[src/rtl/bch_chien_par.sv]
// bch_chien_par: P-way parallel Chien search over GF(2^m), m = 6/8/10, for shortened BCH codes.
// Ports:
//   clk, rst_n      clock (rising edge), asynchronous active-low reset
//   start_i         one-cycle request, accepted only when idle
//   n_i, t_i, m_i   code length, capability and field width of the request
//   sigma_i         error locator; coefficient j at [j*M_MAX +: M_MAX]
//   sigma_deg_i     locator degree reported by Berlekamp
//   busy_o          high from start accept until done
//   done_o          one-cycle pulse; results valid from this cycle
//   success_o       root count matched the degree and config was legal
//   err_cnt_o       roots found, saturating at 15
//   err_vec_o       bit i set when codeword bit i is in error
module bch_chien_par #(
  parameter int N_MAX      = 1023,
  parameter int T_MAX      = 4,
  parameter int M_MAX      = 10,
  parameter int P          = 8,
  parameter int EARLY_STOP = 1
) (
  input  logic                       clk,
  input  logic                       rst_n,
  input  logic                       start_i,
  input  logic [9:0]                 n_i,
  input  logic [3:0]                 t_i,
  input  logic [3:0]                 m_i,
  input  logic [(T_MAX+1)*M_MAX-1:0] sigma_i,
  input  logic [3:0]                 sigma_deg_i,
  output logic                       busy_o,
  output logic                       done_o,
  output logic                       success_o,
  output logic [3:0]                 err_cnt_o,
  output logic [N_MAX-1:0]           err_vec_o
);
  localparam int IW = 11;
  localparam logic [9:0] L6  = 10'(N_MAX < 63 ? N_MAX : 63);
  localparam logic [9:0] L8  = 10'(N_MAX < 255 ? N_MAX : 255);
  localparam logic [9:0] L10 = 10'(N_MAX < 1023 ? N_MAX : 1023);

  // Shift-and-add multiply in GF(2^mm); with a constant operand this folds to an XOR network.
  function automatic logic [M_MAX-1:0] gf_mul(input logic [M_MAX-1:0] a, input logic [M_MAX-1:0] b, input int mm);
    logic [M_MAX-1:0] r, x, msk, low;
    logic c;
    msk = M_MAX'((1 << mm) - 1);
    low = mm == 6 ? M_MAX'(10'h003) : mm == 8 ? M_MAX'(10'h01D) : M_MAX'(10'h009);
    r = '0;
    x = a & msk;
    for (int k = 0; k < M_MAX; k++) begin
      if (k < mm && (b & (M_MAX'(1) << k)) != '0) r = r ^ x;
      c = (x & (M_MAX'(1) << (mm - 1))) != '0;
      x = ((x << 1) & msk) ^ (c ? low : '0);
    end
    return r;
  endfunction

  function automatic logic [M_MAX-1:0] gf_pow(input int e, input int mm);
    logic [M_MAX-1:0] r, b;
    r = M_MAX'(1);
    b = M_MAX'(2);
    for (int k = 0; k < 16; k++) begin
      if (((e >> k) & 1) != 0) r = gf_mul(r, b, mm);
      b = gf_mul(b, b, mm);
    end
    return r;
  endfunction

  // Exponent of alpha^-e, reduced into 0..2^mm-2.
  function automatic int nexp(input int e, input int mm);
    int q;
    q = (1 << mm) - 1;
    return (q - e % q) % q;
  endfunction

  typedef enum logic [1:0] {IDLE, LOAD, SEARCH, DONE} state_t;

  state_t             state_q;
  logic               busy_q, done_q, succ_q, fail_q;
  logic [3:0]         cnt_q, deg_q, cnt_d;
  logic [9:0]         n_q, lim;
  logic [1:0]         msel_q, msel_i;
  logic [IW-1:0]      base_q;
  logic [N_MAX-1:0]   vec_q, vec_d;
  logic [M_MAX-1:0]   reg_q [T_MAX+1];
  logic [M_MAX-1:0]   nxt   [T_MAX+1];
  logic [M_MAX-1:0]   term  [P][T_MAX+1];
  logic [M_MAX-1:0]   msk_i, s;
  logic [P-1:0]       hit;
  logic [4:0]         pop;
  logic [5:0]         sum;
  logic               last, stop, cfg_err;

  // msel: 0 -> m=6, 1 -> m=8, 2 -> m=10
  assign msel_i  = m_i == 4'd6 ? 2'd0 : m_i == 4'd8 ? 2'd1 : 2'd2;
  assign msk_i   = M_MAX'(m_i == 4'd6 ? 10'h03F : m_i == 4'd8 ? 10'h0FF : 10'h3FF);
  assign lim     = m_i == 4'd6 ? L6 : m_i == 4'd8 ? L8 : L10;
  assign cfg_err = !(m_i == 4'd6 || m_i == 4'd8 || m_i == 4'd10) || n_i == 10'd0 || n_i > lim ||
                   t_i == 4'd0 || t_i > 4'(T_MAX) || sigma_deg_i > t_i ||
                   (sigma_i[M_MAX-1:0] & msk_i) == '0;

  for (genvar p = 0; p < P; p++) begin : g_lane
    for (genvar j = 0; j <= T_MAX; j++) begin : g_term
      localparam logic [M_MAX-1:0] C6  = gf_pow(nexp(j * p, 6), 6);
      localparam logic [M_MAX-1:0] C8  = gf_pow(nexp(j * p, 8), 8);
      localparam logic [M_MAX-1:0] C10 = gf_pow(nexp(j * p, 10), 10);
      assign term[p][j] = msel_q == 2'd0 ? gf_mul(reg_q[j], C6, 6) :
                          msel_q == 2'd1 ? gf_mul(reg_q[j], C8, 8) : gf_mul(reg_q[j], C10, 10);
    end
  end

  // Advance every coefficient by one block: reg_j *= alpha^(-j*P).
  for (genvar j = 0; j <= T_MAX; j++) begin : g_step
    localparam logic [M_MAX-1:0] D6  = gf_pow(nexp(j * P, 6), 6);
    localparam logic [M_MAX-1:0] D8  = gf_pow(nexp(j * P, 8), 8);
    localparam logic [M_MAX-1:0] D10 = gf_pow(nexp(j * P, 10), 10);
    assign nxt[j] = msel_q == 2'd0 ? gf_mul(reg_q[j], D6, 6) :
                    msel_q == 2'd1 ? gf_mul(reg_q[j], D8, 8) : gf_mul(reg_q[j], D10, 10);
  end

  always_comb begin
    hit = '0;
    s   = '0;
    pop = '0;
    for (int p = 0; p < P; p++) begin
      s = '0;
      for (int j = 0; j <= T_MAX; j++) s = s ^ term[p][j];
      hit[p] = s == '0 && (base_q + IW'(p)) < IW'(n_q);
      pop = pop + 5'(hit[p]);
    end
    sum   = 6'(cnt_q) + 6'(pop);
    cnt_d = sum > 6'd15 ? 4'd15 : sum[3:0];
    vec_d = vec_q | (N_MAX'(hit) << base_q);
    last  = (base_q + IW'(P)) >= IW'(n_q);
    stop  = last || (EARLY_STOP != 0 && cnt_d >= deg_q);
  end

  always_ff @(posedge clk or negedge rst_n) begin
    if (!rst_n) begin
      state_q <= IDLE;
      busy_q  <= 1'b0;
      done_q  <= 1'b0;
      succ_q  <= 1'b0;
      fail_q  <= 1'b0;
      cnt_q   <= '0;
      deg_q   <= '0;
      n_q     <= '0;
      msel_q  <= '0;
      base_q  <= '0;
      vec_q   <= '0;
      for (int j = 0; j <= T_MAX; j++) reg_q[j] <= '0;
    end else begin
      done_q <= 1'b0;
      case (state_q)
        IDLE: if (start_i && !done_q) begin
          state_q <= LOAD;
          busy_q  <= 1'b1;
          succ_q  <= 1'b0;
          cnt_q   <= '0;
          vec_q   <= '0;
        end
        LOAD: begin
          n_q     <= n_i;
          deg_q   <= sigma_deg_i;
          msel_q  <= msel_i;
          fail_q  <= cfg_err;
          base_q  <= '0;
          cnt_q   <= '0;
          vec_q   <= '0;
          for (int j = 0; j <= T_MAX; j++) reg_q[j] <= sigma_i[j*M_MAX +: M_MAX] & msk_i;
          state_q <= (cfg_err || sigma_deg_i == 4'd0) ? DONE : SEARCH;
        end
        SEARCH: begin
          cnt_q  <= cnt_d;
          vec_q  <= vec_d;
          base_q <= base_q + IW'(P);
          for (int j = 0; j <= T_MAX; j++) reg_q[j] <= nxt[j];
          if (stop) state_q <= DONE;
        end
        DONE: begin
          done_q  <= 1'b1;
          busy_q  <= 1'b0;
          succ_q  <= !fail_q && cnt_q == deg_q;
          state_q <= IDLE;
        end
      endcase
    end
  end

  assign busy_o    = busy_q;
  assign done_o    = done_q;
  assign success_o = succ_q;
  assign err_cnt_o = cnt_q;
  assign err_vec_o = vec_q;
endmodule

[config.mk]
export PLATFORM = sky130hd
export DESIGN_NAME = bch_chien_par
export DESIGN_NICKNAME = d
export VERILOG_FILES = /design/src/rtl/bch_chien_par.sv
export SDC_FILE = /design/constraint.sdc
export NUM_CORES = 2
export LEC_CHECK = 0
export ABC_CLOCK_PERIOD_IN_PS = 8000
export BUFFER_PORTS_ARGS = -buffer_cell sky130_fd_sc_hd__buf_2
export CORE_AREA = 5 5 421 423
export CTS_CLUSTER_DIAMETER = 50
export DETAILED_ROUTE_END_ITERATION = 12
export DIE_AREA = 0 0 426 428
export GPL_TIMING_DRIVEN = 0
export RECOVER_POWER = 50
export SLEW_MARGIN = 20
export SYNTH_ARGS = -nofsm -noshare
export SYNTH_HDL_FRONTEND = slang
export SYNTH_SLANG_ARGS = --single-unit
[constraint.sdc]
create_clock -name clk -period 8 [get_ports clk]
set_input_delay 2 -clock clk [delete_from_list [all_inputs] [get_ports clk]]
set_output_delay 2 -clock clk [all_outputs]
set_load 0.01 [all_outputs]
Word level (Yosys, flattened, before mapping)
Index checks and enable logic that the tools add are counted.

storage, ports and cells
  register bits = 1110
  latch bits = 0
  RAM bits = 0
  bits in read-only memories = 0
  bits of input ports = 75
  output and inout bits = 1030
  logic and storage cells = 646
  memories kept = 0

cells by class
  add/subtract/negate cells = 16
  multipliers = 0
  div/mod/pow operators = 0
  magnitude comparators = 14
  eq/ne operators = 10
  shifts and indexed selects = 1
  muxes and demuxes = 178
  bitwise logic cells = 368
  reductions and logical operators = 43

operators with widths
  kind                                           number
  case mux 1023 bit (3 select lines)             1
  XOR 10 bit                                     244
  2-to-1 mux 1023 bit                            1
  OR 1023 bit                                    1
  << shifter 8 x 11 -> 1023 bit                  1
  2-to-1 mux 10 bit                              76
  XOR 6 x 10 -> 10 bit                           26
  XOR 8 x 10 -> 10 bit                           22
  XOR 10 x 4 -> 10 bit                           20
  2-to-1 mux 4 bit                               38
  2-to-1 mux 5 bit                               28
  XOR 10 x 8 -> 10 bit                           13
  XOR 8 x 5 -> 8 bit                             16
  zero test 10 bit                               10
  case mux 50 bit (2 select lines)               1
  less-than comparator 11 x 10 -> 1 bit          8
  XOR 10 x 6 -> 10 bit                           7
  bitwise AND 10 bit                             5
  2-to-1 mux 2 bit                               24
  adder 11 x 3 -> 11 bit, second input constant  4
  XOR 6 x 2 -> 6 bit                             7
  XOR 8 bit                                      4
  adder 5 x 1 -> 5 bit                           6
  adder 11 x 2 -> 11 bit, second input constant  2
  other kinds (30)                               65

Depth between registers and ports, before layout
  depth in word-level cells = 41
  depth in mapped cells = 36
  gate-level depth less buffers = 31

Least setup slack after synthesis
OpenSTA, ideal clock, no wires.

  path type = flip-flop to flip-flop
  start point = register reg_q[12] in the netlist's numbering
  end point = register state_q[1]
  setup time = 125 ps
  arrival time = 7704 ps
  required time = 7875 ps
  slack = 172 ps
  cell stages (with the launch flop) = 32
  path buffers = 4
  period minus slack after synthesis = 7828 ps
  cell sequence = dfrtp_1 -> buf_2 -> xor2_1 -> mux2i_1 -> xnor2_1 -> and3_1 -> o41ai_1 -> and3_1 -> nor4_1 -> nand3_1 -> clkbuf_1 -> buf_2 -> buf_2 -> inv_1 -> fa_1 -> fa_1 -> inv_1 -> fa_1 -> inv_1 -> fa_1 -> fa_1 -> a21o_1 -> a21oi_1 -> nor2b_1 -> ha_1 -> nand2b_1 -> a21oi_1 -> nor2b_1 -> o21ai_0 -> o2111ai_1 -> o31ai_1 -> mux2_2

between the ends
  word-level cells in the longest chain between the ends = 29
  elaborated cells on any way between the ends = 144
  classes of those cells = add/sub: 8; order compare: 2; eq/ne: 1; mux: 20; bitwise: 95; reduce/logical: 18

ends and longest elaborated chain
  element                            RTL line  source
  start, declared                    82        logic [M_MAX-1:0] reg_q [T_MAX+1];
  XOR 8 x 10 -> 10 bit               50        x = ((x << 1) & msk) ^ (c ? low : '0);
  XOR 8 x 5 -> 8 bit (2 in series)   50
  XOR 8 x 10 -> 10 bit               50
  XOR 8 x 5 -> 8 bit                 50
  2-to-1 mux 5 bit                   50
  XOR 8 x 5 -> 8 bit                 50
  XOR 8 x 10 -> 10 bit               50
  XOR 10 bit                         48        if (k < mm && (b & (M_MAX'(1) << k)) != '0) r = r ^ x;
  [... 12 more ...]                  --
  adder 5 x 1 -> 5 bit *             126       pop = pop + 5'(hit[p]);
  adder 4 x 5 -> 6 bit *             128       sum = 6'(cnt_q) + 6'(pop);
  > comparator 6 x 4 -> 1 bit        129       cnt_d = sum > 6'd15 ? 4'd15 : sum[3:0];
  2-to-1 mux 4 bit *                 129
  >= comparator 4 bit *              132       stop = last || (EARLY_STOP != 0 && cnt_d >= deg_q);
  logical OR 1 bit *                 132
  inequality test 2 bit (no line) *  --
  AND reduction 2 bit (no line) *    --
  end signal, assigned               168       state_q <= (cfg_err || sigma_deg_i == 4'd0) ? DONE : SEARCH;
  end, declared                      75        state_t state_q;

Every way passes the cells marked *; elsewhere a longest branch is shown, timed or not.
A chain may end at the register's enable or synchronous reset.

Final worst setup path
  start point = register reg_q[8] in the netlist's numbering
  end point = register state_q[1]

between the ends
  word-level cells in the longest chain between the ends = 31
  elaborated cells on any way between the ends = 92
  classes of those cells = add/sub: 8; order compare: 2; eq/ne: 1; mux: 19; bitwise: 44; reduce/logical: 18

ends and longest elaborated chain
  element                             RTL line
  XOR 10 bit                          50
  2-to-1 mux 4 bit                    50
  XOR 10 bit (3 in series)            50
  XOR 10 x 4 -> 10 bit (3 in series)  50
  XOR 10 bit                          50
  2-to-1 mux 4 bit                    50
  XOR 10 bit                          50
  XOR 10 bit                          48
  [... 11 more ...]                   --
  adder 5 x 1 -> 5 bit *              126
  adder 4 x 5 -> 6 bit *              128
  > comparator 6 x 4 -> 1 bit         129
  2-to-1 mux 4 bit *                  129
  >= comparator 4 bit *               132
  logical OR 1 bit *                  132
  inequality test 2 bit (no line) *   --
  AND reduction 2 bit (no line) *     --

Marks and branches as above.

==> impl_metrics.py <==
metrics = {
    "logic_synthesis": {
        "ys_seq_elements": 1107,
        "netlist_area_mm2": 0.0570,
        "synth_top_area_cell": "dfrtp_1",
        "synthTopCellsByCount": "dfrtp_1, nand2_1, o21ai_0",
        "avgSynthCellArea_um2": 9.89,
        "netlist_top_cells_area": "dfrtp_1, nand2_1, xnor2_1",
        "syn_nets": 5903,
        "async_flop_share": 1.00,
        "ys_seq_area_frac": 0.486,
        "synth.most_common_cell": "dfrtp_1",
        "ys.flop_type": "dfrtp_1",
        "syn_inst": 5768,
        "yosysTopAreaCellShare": 0.486,
        "synth_warnings": 0,
        "yosysUniqueCellTypes": 85,
        "synth_edf_count": 0,
    },
    "global_routing": {
        "antenna_found_initial": 22,
        "grt_pass1_vias": 54100,
        "grt_pass1_wl_um": 492000,
        "track_usage": 0.394,
        "grt_max_degree": 131,
        "grt_overflow_total": 0,
    },
    "setup_path": {
        "crit_top_cell": "fa_2",
        "reg2reg_from": "reg_q[8]$_DFFE_PN0P_",
        "cpMaxStageDelayCell": "xor2_1",
        "ff2ff_path_depth": 28,
        "worstSetupPathType": "reg2reg",
        "crit_path_start_kind": "flip-flop",
        "cp_max_fo": 19,
        "max_stage_delay_ns": 0.73,
        "arrival_ns": 8.75,
        "critPathCapture": "state_q[1]$_DFFE_PN0P_",
        "r2r_slack_ns": -0.03,
        "crit_start": "reg_q[8]$_DFFE_PN0P_",
        "r2r_end": "state_q[1]$_DFFE_PN0P_",
        "critPathCaptureType": "flip-flop",
        "cp.required_ns": 8.72,
    },
    "floorplan": {
        "die_y_um": 428,
        "core_area_mm2": 0.173,
        "num_rows": 153,
        "start_util": 0.330,
        "die_w_um": 426,
        "die-area_mm2": 0.182,
        "ios": 1105,
    },
    "cells_and_area": {
        "area_growth_pct": 30.8,
        "fill_cells": 17100,
        "stdcell_count": 9584,
        "fin_util": 0.431,
        "final_nets": 7270,
        "finalInstanceArea_mm2": 0.0746,
        "drive_gt1_frac": 0.293,
    },
    "route": {
        "post_drt_wl_per_cell_um": 39.0,
        "dr.pass1.iters": 6,
        "drc": 0,
        "vias": 57300,
        "wl_um": 374000,
        "ant_nets": 0,
        "avgViaCountPerCell": 5.98,
        "drt-initial-drc-count": 7546,
    },
    "timing": {
        "maxSlewHeadroom": -2.34,
        "min_period_ns": 8.03,
        "finalSetupViolCount": 1,
        "worst_clock_skew_ns": 0.0648,
        "fmax_mhz": 125,
        "finalWorstSetupSlack_ns": -0.0297,
        "period_share": 1.00,
        "worst_pin_slew_ns": 5.00,
        "rsz0062_at_grt": "yes",
        "timing_hold_violations_final": 0,
        "slew_violations": 230,
    },
    "placement": {
        "dpl.cell_count": 9228,
        "dp_hpwl_um": 291000,
        "place.gp.congestion": 1.11,
        "numPortBuffers": 1104,
        "placed_area_mm2": 0.0664,
    },
    "worst_hold_path": {
        "min-delay-path-class": "reg2reg",
    },
    "cts": {
        "cts_tree": "yes",
        "clk_pin_slew_ns": 0.06,
        "htreeDepth": 4,
        "clock_path_buffers": 3,
        "ctsHoldBuffers": 0,
        "insertion_delay_ns": 0.86,
        "cts_root_buffer": "clkbuf_16",
        "numCtsBuffers": 140,
        "cts.sinks": 1107,
    },
    "outcome": {
        "outcome": "finished, violations left",
        "violations": "capacitance limit, slew limit, setup timing",
    },
    "run": {
        "cap_viol_max_count": 2,
    },
}
stage by stage:
stage	setup TNS, ns	setup WS [ns]	hold WS [ns]
4_1_cts	0	0.0000382	0.473
3_3_place_gp	-	-19.54	0.455
6_report	-0.0297	-0.0297	0.474
3_5_place_dp	-19.95	-4.56	0.455
5_1_grt	-0.0801	-0.0634	0.490
2_1_floorplan	0	0.172	0.481
metal layers:
layer / wire length [um] / GRT usage / up-vias
met5: 245 / 0.00847 / -
met4: 32700 / 0.277 / 6
met3: 42200 / 0.126 / 1103
met2: 158000 / 0.578 / 4120
met1: 140000 / 0.490 / 29300
li1: - / - / 22800
logic make-up after synthesis:
family / share of synthesized area
mux: 0.0150
xor+xnor: 0.139
compound gates: 0.186
fa+ha+maj: 0.0138
buf+inv: 0.0431
simple gates: 0.117
flops: 0.486
worst max-delay path: cells and delay by family, from the launching register on:
kind	cells	cell delay (ns)
adder cells (fa/ha/maj)	5	2.01
XOR/XNOR	5	1.91
AO/OA/AOI/OAI	7	1.32
buffers and inverters	5	1.08
AND/OR/NAND/NOR	5	0.83
flip-flops	1	0.35
multiplexers	1	0.33
placed cells by master (no fill, tap or decap), drive strengths merged, types with 9 or more instances in the layout:
cell    instances
buf          1421
dfrtp        1107
nand2        1094
o21ai         764
clkbuf        529
xnor2         472
nor2          324
xor2          168
a21oi         146
a31oi         139
a32o          132
o41ai         128
xnor3          85
inv            67
mux2i          65
ha             55
nand3          43
nor3           43
a22oi          39
o22ai          30
o211ai         28
clkinv         25
nand2b         22
diode          19
nor2b          19
a211oi         19
nor4           19
o21a           18
a21o           16
and2           14
mux2           14
o221ai         14
nand4          12
xor3           12
o31ai          12
or3             9
a221oi          9
final cells by class:
cell class                      count  area [um2]  share of cell area
Multi-Input combinational cell   4076       28900               0.387
Sequential cell                  1107       27700               0.371
Timing Repair Buffer             1252        7080              0.0949
Clock buffer                      195        3960              0.0531
Buffer                            505        3110              0.0417
Tap cell                         2325        2910              0.0390
Clock inverter                     52         667             0.00894
Inverter                           53         219             0.00293
Antenna cell                       19        47.5            0.000637
flip-flops by register name (all words and copies together), names as in the netlist, 2 cells and up:
signal	cells
deg_q	4
n_q	10
base_q	8
err_cnt_o	4
err_vec_o	1023
state_q	2
reg_q	50
msel_q	2
worst min path at each step:
stage | from | endpoint | cells past startpoint
floorplan | fail_q$_DFFE_PN0P_ | fail_q$_DFFE_PN0P_ | 1
global placement | err_vec_o[342]$_DFFE_PN0P_ | err_vec_o[342]$_DFFE_PN0P_ | 2
detailed placement | err_vec_o[726]$_DFFE_PN0P_ | err_vec_o[726]$_DFFE_PN0P_ | 2
CTS | err_vec_o[726]$_DFFE_PN0P_ | err_vec_o[726]$_DFFE_PN0P_ | 2
global route | err_vec_o[70]$_DFFE_PN0P_ | err_vec_o[70]$_DFFE_PN0P_ | 2
finish | err_vec_o[322]$_DFFE_PN0P_ | err_vec_o[322]$_DFFE_PN0P_ | 2
repair_timing:
| action | CTS | global route |
|---|---|---|
| cloned | 1 | 1 |
| pin swaps | 43 | 33 |
| buffers inserted | 58 | 57 |
| endpoints found under the setup margin | 6 | 2 |
| gates resized for setup | 460 | 199 |
| endpoints found under the hold margin | 0 | 0 |
Power is not shown: default switching activity piles up to over one toggle a cycle in this logic, so the estimate is an artifact.
